### src/rtl/operand_feeder_pkg.sv
// Shared definitions for the operand feeder, skew bank and PE array slice.
// Holds the default geometry and the feeder FSM state encoding.
package operand_feeder_pkg;

   localparam int DEF_DATA_WIDTH = 16;
   localparam int DEF_N          = 4;
   localparam int DEF_ADDR_WIDTH = 8;
   localparam int DEF_LEN_WIDTH  = 9;

   typedef logic [1:0] feeder_state_t;

   localparam feeder_state_t ST_IDLE   = 2'd0;
   localparam feeder_state_t ST_STREAM = 2'd1;
   localparam feeder_state_t ST_FLUSH  = 2'd2;
   localparam feeder_state_t ST_DONE   = 2'd3;

endpackage

### src/rtl/feeder_skid_buf.sv
// One-entry skid register holding a returned read vector while the
// downstream skew bank is stalled.
module feeder_skid_buf
   import operand_feeder_pkg::*;
#(
   parameter int WIDTH = DEF_DATA_WIDTH * DEF_N
) (
   input  logic             clk,
   input  logic             rst_n,
   input  logic             load,
   input  logic             drain,
   input  logic [WIDTH-1:0] din,
   output logic [WIDTH-1:0] dout,
   output logic             vld
);

   logic [WIDTH-1:0] data_q;
   logic             vld_q;

   // load wins over drain so a refill in the same cycle keeps the entry valid
   always_ff @(posedge clk) begin
      if (!rst_n) begin
         data_q <= '0;
         vld_q  <= 1'b0;
      end else if (load) begin
         data_q <= din;
         vld_q  <= 1'b1;
      end else if (drain) begin
         vld_q  <= 1'b0;
      end
   end

   assign dout = data_q;
   assign vld  = vld_q;

endmodule

### src/rtl/operand_feeder.sv
// Streams k_len operand vectors from the operand buffer into the skew bank,
// then N-1 zero vectors to drain the skew chain, then pulses done.
module operand_feeder
   import operand_feeder_pkg::*;
#(
   parameter int DATA_WIDTH = DEF_DATA_WIDTH,
   parameter int N          = DEF_N,
   parameter int ADDR_WIDTH = DEF_ADDR_WIDTH,
   parameter int LEN_WIDTH  = DEF_LEN_WIDTH
) (
   input  logic                    clk,
   input  logic                    rst_n,
   input  logic                    start,
   input  logic [ADDR_WIDTH-1:0]   base_addr,
   input  logic [LEN_WIDTH-1:0]    k_len,
   input  logic                    stall,
   output logic                    rd_en,
   output logic [ADDR_WIDTH-1:0]   rd_addr,
   input  logic [DATA_WIDTH*N-1:0] rd_data,
   output logic [DATA_WIDTH*N-1:0] packed_dout,
   output logic                    skew_en,
   output logic                    busy,
   output logic                    done
);

   localparam int VW = DATA_WIDTH * N;
   localparam int FW = (N > 1) ? $clog2(N) : 1;
   localparam logic [FW-1:0] FLUSH_LAST = FW'(N - 1);

   feeder_state_t         state_q;
   logic [ADDR_WIDTH-1:0] addr_q;
   logic [LEN_WIDTH-1:0]  len_q;
   logic [LEN_WIDTH-1:0]  issued_q;
   logic [FW-1:0]         flush_cnt_q;

   logic                  rd_vld_p1;
   logic [VW-1:0]         out_data_p2;
   logic                  out_vld_p2;

   logic [VW-1:0]         skid_data;
   logic                  skid_vld;
   logic                  skid_load;
   logic                  skid_drain;

   logic                  rd_go;
   logic                  present;
   logic                  out_free;
   logic                  all_read;

   always_comb begin
      rd_go      = (state_q == ST_STREAM) && !stall && (issued_q != len_q);
      present    = out_vld_p2 && !stall;
      out_free   = !out_vld_p2 || present;
      all_read   = (issued_q == len_q) && !rd_vld_p1 && !skid_vld;
      skid_load  = rd_vld_p1 && (!out_free || skid_vld);
      skid_drain = out_free && skid_vld;
   end

   feeder_skid_buf #(
      .WIDTH (VW)
   ) u_skid (
      .clk   (clk),
      .rst_n (rst_n),
      .load  (skid_load),
      .drain (skid_drain),
      .din   (rd_data),
      .dout  (skid_data),
      .vld   (skid_vld)
   );

   always_ff @(posedge clk) begin
      if (!rst_n) begin
         state_q     <= ST_IDLE;
         addr_q      <= '0;
         len_q       <= '0;
         issued_q    <= '0;
         flush_cnt_q <= '0;
         rd_vld_p1   <= 1'b0;
         out_data_p2 <= '0;
         out_vld_p2  <= 1'b0;
      end else begin
         // p0 -> p1: read issued this cycle returns data next cycle
         rd_vld_p1 <= rd_go;
         if (rd_go) begin
            addr_q   <= addr_q + ADDR_WIDTH'(1);
            issued_q <= issued_q + LEN_WIDTH'(1);
         end

         // p1 -> p2: the skid entry is older than the read arriving now
         if (out_free) begin
            if (skid_vld) begin
               out_data_p2 <= skid_data;
               out_vld_p2  <= 1'b1;
            end else if (rd_vld_p1) begin
               out_data_p2 <= rd_data;
               out_vld_p2  <= 1'b1;
            end else begin
               out_vld_p2  <= 1'b0;
            end
         end

         case (state_q)
            ST_IDLE: begin
               if (start) begin
                  addr_q   <= base_addr;
                  len_q    <= k_len;
                  issued_q <= '0;
                  state_q  <= (k_len == '0) ? ST_DONE : ST_STREAM;
               end
            end
            ST_STREAM: begin
               // first zero vector is preloaded so it follows the last read without a bubble
               if (all_read && out_free) begin
                  if (N > 1) begin
                     state_q     <= ST_FLUSH;
                     out_data_p2 <= '0;
                     out_vld_p2  <= 1'b1;
                     flush_cnt_q <= FW'(1);
                  end else begin
                     state_q     <= ST_DONE;
                  end
               end
            end
            ST_FLUSH: begin
               if (present) begin
                  if (flush_cnt_q == FLUSH_LAST) begin
                     state_q     <= ST_DONE;
                  end else begin
                     out_data_p2 <= '0;
                     out_vld_p2  <= 1'b1;
                     flush_cnt_q <= flush_cnt_q + FW'(1);
                  end
               end
            end
            ST_DONE: begin
               state_q <= ST_IDLE;
            end
            default: begin
               state_q <= ST_IDLE;
            end
         endcase
      end
   end

   assign rd_en       = rd_go;
   assign rd_addr     = addr_q;
   assign packed_dout = out_data_p2;
   assign skew_en     = present;
   assign busy        = (state_q == ST_STREAM) || (state_q == ST_FLUSH);
   assign done        = (state_q == ST_DONE);

endmodule
### config.mk
export PLATFORM = sky130hd
export DESIGN_NAME = operand_feeder
export DESIGN_NICKNAME = d
export VERILOG_FILES = /design/src/rtl/operand_feeder_pkg.sv /design/src/rtl/feeder_skid_buf.sv /design/src/rtl/operand_feeder.sv
export SDC_FILE = /design/constraint.sdc
export NUM_CORES = 1
export LEC_CHECK = 0
export CAP_MARGIN = 10
export CORE_MARGIN = 2
export CORE_UTILIZATION = 45
export DETAILED_ROUTE_END_ITERATION = 8
export PLACE_DENSITY = 0.73
export SYNTH_ARGS = -nofsm -noshare
export SYNTH_HDL_FRONTEND = slang
export SYNTH_SLANG_ARGS = --single-unit
### constraint.sdc
create_clock -name clk -period 2.4 [get_ports clk]
set_clock_uncertainty 0.2 [all_clocks]
set_input_delay 0.36 -clock clk [delete_from_list [all_inputs] [get_ports clk]]
set_output_delay 0.36 -clock clk [all_outputs]
set_load 0.02 [all_outputs]
==> metrics.cfg <==
[run_status]
outcome = complete, no violations

[timing]
tightest_slew_ns = 0.652
period_share = 0.985
hold_viol = 0
max_freq_ghz = 0.423
period_minus_slack_ns = 2.36
slew-limit-headroom = 0.565
tns_ns = 0
finalSetupViolCount = 0
slew_violations = 0

[floorplan]
coreArea_um2 = 15300
io_pins = 161
die_w_um = 129
start_util = 0.461
rows = 45
die-area_um2 = 16600
chipHeight_um = 129

[setup_path]
critPathMaxFanout = 4
end_kind = output port
path_class = input pin to output port
startpoint_type = input pin
crit_arrival_ns = 1.80
crit_required_ns = 1.84

[placed_design]
hpwl_mm = 12.1
gp_congestion = 0.832
portBuffers = 160
dpl_cell_area_um2 = 8910

[pwr]
vdd_drop_max_mv = 0.658
powerDensity_nw_per_um2 = 844
p_leak_uw = 0.00326

[synth]
synthCells = 860
synth_edf_count = 0
yosysSeqAreaShare = 0.458
synth-async-reset-ratio = 0
netlist_area_um2 = 7030
ys_seq_elements = 161
yosys_warnings = 0
synth_top_area_share = 0.458
syn-num-nets = 953
syn-mean-instance-area_um2 = 8.17
synth_flop_cell = dfxtp_1
synth_area_leaders = dfxtp_1 (46%), nand2_1 (8.9%), o22a_1 (8.0%), a21oi_1 (6.1%), o22ai_1 (5.8%)
ys_types = 44
yosysTopAreaCell = dfxtp_1

[route]
remaining_drc_errors = 0
vias_per_cell = 5.51
drt_pass1_iterations = 5
drt-total-wl_mm = 19.7
drt-initial-drc-count = 459
ant_nets = 0
vias = 6758
routedWlPerCell_um = 16.1

[clocking]
cts_root_buf = clkbuf_16
postCtsSetupRepairBufs = 0
cts_hold_buf = 0
cts_tree = built
cts_sinks = 161
clock_path_buffers = 2
clkTransAtPathRegs_ns = 0.06
insertion_delay_ns = 0.43
cts_buffers = 17
htree_levels = 4

[min_path]
min_path_type = flop to flop

[grt]
grtUsageTotal = 0.236
antenna_found_initial = 0
grt-ovfl-total = 0
grt_first_pass_wirelength_mm = 31.5
grt_pass1_vias = 6291
grt_max_degree = 59

[cells_and_area]
area_growth_pct = 35.5
fin_area_um2 = 9530
fill_cells = 1338
layout-drive-gt1-share = 0.0974
insertedDiodeCount = 0
nNetsFinal = 1096
utilization = 0.624

[job]
maxCapViolCount = 0

final cells by class:
cell class                      instances  area [µm²]  share of cell area
Tap cell                              211         264              0.0277
Multi-Input combinational cell        620        3460               0.363
Clock inverter                         14         156              0.0164
Clock buffer                           18         439              0.0461
Inverter                                8        30.0             0.00315
Timing Repair Buffer                  195        1950               0.205
Sequential cell                       161        3230               0.339
state kept, by name, summed over array words and instances, names as in the netlist:
register     cells
u_skid.dout     64
rd_addr          8
packed_dout     64
u_skid.vld       1
issued_q         9
state_q          2
rd_vld_p1        1
flush_cnt_q      2
len_q            9
out_vld_p2       1
path summary, 6_finish.rpt:
check	from	to	slack, ns	depth (start not counted)
worst max-delay path	stall	skew_en	0.04	4
worst min register to register	u_skid.dout[63]	u_skid.dout[63]	0.26	2
worst max register to register	issued_q[4]	packed_dout[11]	0.18	7
worst min-delay path	u_skid.dout[63]	u_skid.dout[63]	0.26	2
power by group:
part	leakage [µW]	switching, µW	internal [µW]
clock network	0.000273	1140	1570
logic	0.00168	1190	1070
registers	0.00131	187	2880
synthesized netlist by cell type, types with 3 or more instances:
cell / instances
nand2_1: 166
dfxtp_1: 161
a21oi_1: 86
nor2_1: 69
o22ai_1: 65
o22a_1: 64
clkbuf_1: 61
nor3_1: 59
o21ai_0: 22
xnor2_1: 11
nor3_2: 10
ha_1: 8
nand3_1: 8
or3_1: 8
inv_1: 7
buf_8: 6
nand4_1: 5
a31oi_1: 4
o31ai_1: 4
mux2i_1: 3
nor2b_1: 3
or4_1: 3
timing repair:
action,in CTS,in global routing
resized for setup,3,8
endpoints found under the setup margin,2,1
pin swaps,1,2
critical path, stage by stage:
cell and delay [ns]:
clkdlybuf4s50_1 0.46, buf_4 0.17, nor2b_1 0.18, clkdlybuf4s50_1 0.64
kinds of logic after synthesis:
kind of cell	synth area share
multiplexers	0.00427
XOR/XNOR	0.0137
AO/OA/AOI/OAI	0.235
buffers and inverters	0.0559
flip-flops	0.458
AND/OR/NAND/NOR	0.218
adder cells (fa/ha/maj)	0.0142
placed cells by master (no fill, tap or decap), types with 2 or more instances in the layout:
| cell | instances |
|---|---|
| a211oi_1 | 2 |
| a21oi_1 | 86 |
| a31oi_1 | 4 |
| and2_1 | 2 |
| and3_1 | 2 |
| and4_1 | 2 |
| buf_12 | 7 |
| buf_4 | 28 |
| bufinv_16 | 2 |
| clkbuf_16 | 17 |
| clkdlybuf4s50_1 | 158 |
| clkinv_4 | 2 |
| clkinvlp_4 | 6 |
| dfxtp_1 | 153 |
| dfxtp_2 | 8 |
| dlygate4sd2_1 | 2 |
| ha_1 | 8 |
| inv_1 | 6 |
| inv_2 | 2 |
| inv_6 | 2 |
| mux2i_1 | 3 |
| nand2_1 | 162 |
| nand2_2 | 4 |
| nand3_1 | 7 |
| nand4_1 | 5 |
| nor2_1 | 69 |
| nor2b_1 | 3 |
| nor3_1 | 59 |
| nor3_2 | 10 |
| nor4_1 | 2 |
| o21ai_0 | 22 |
| o22a_1 | 64 |
| o22ai_1 | 65 |
| o31ai_1 | 3 |
| or3_1 | 8 |
| or4_1 | 3 |
| xnor2_1 | 11 |
stage by stage:
| stage | total power, µW | setup WS (ns) | hold slack [ns] | cells |
|---|---|---|---|---|
| after global placement | 5350 | -0.137 | 0.242 | 1195 |
| after CTS | 8070 | -0.0153 | 0.255 | 1227 |
| final | 8040 | 0.0355 | 0.256 | 1227 |
| after detailed placement | 5370 | -0.132 | 0.247 | 1195 |
| after global routing | 8400 | -0.0169 | 0.270 | 1227 |
| after floorplan | 4530 | 0.308 | 0.237 | 860 |
layer usage:
layer  wire length, µm  global-route usage  vias to the layer above
met1              9230               0.315                     3192
li1                  -                   -                     3372
met3              1070              0.0640                       23
met4               283              0.0735                        0
met5                 0                   0                        -
met2              9110               0.373                      171
No activity file was read; power rests on OpenSTA's default activity.
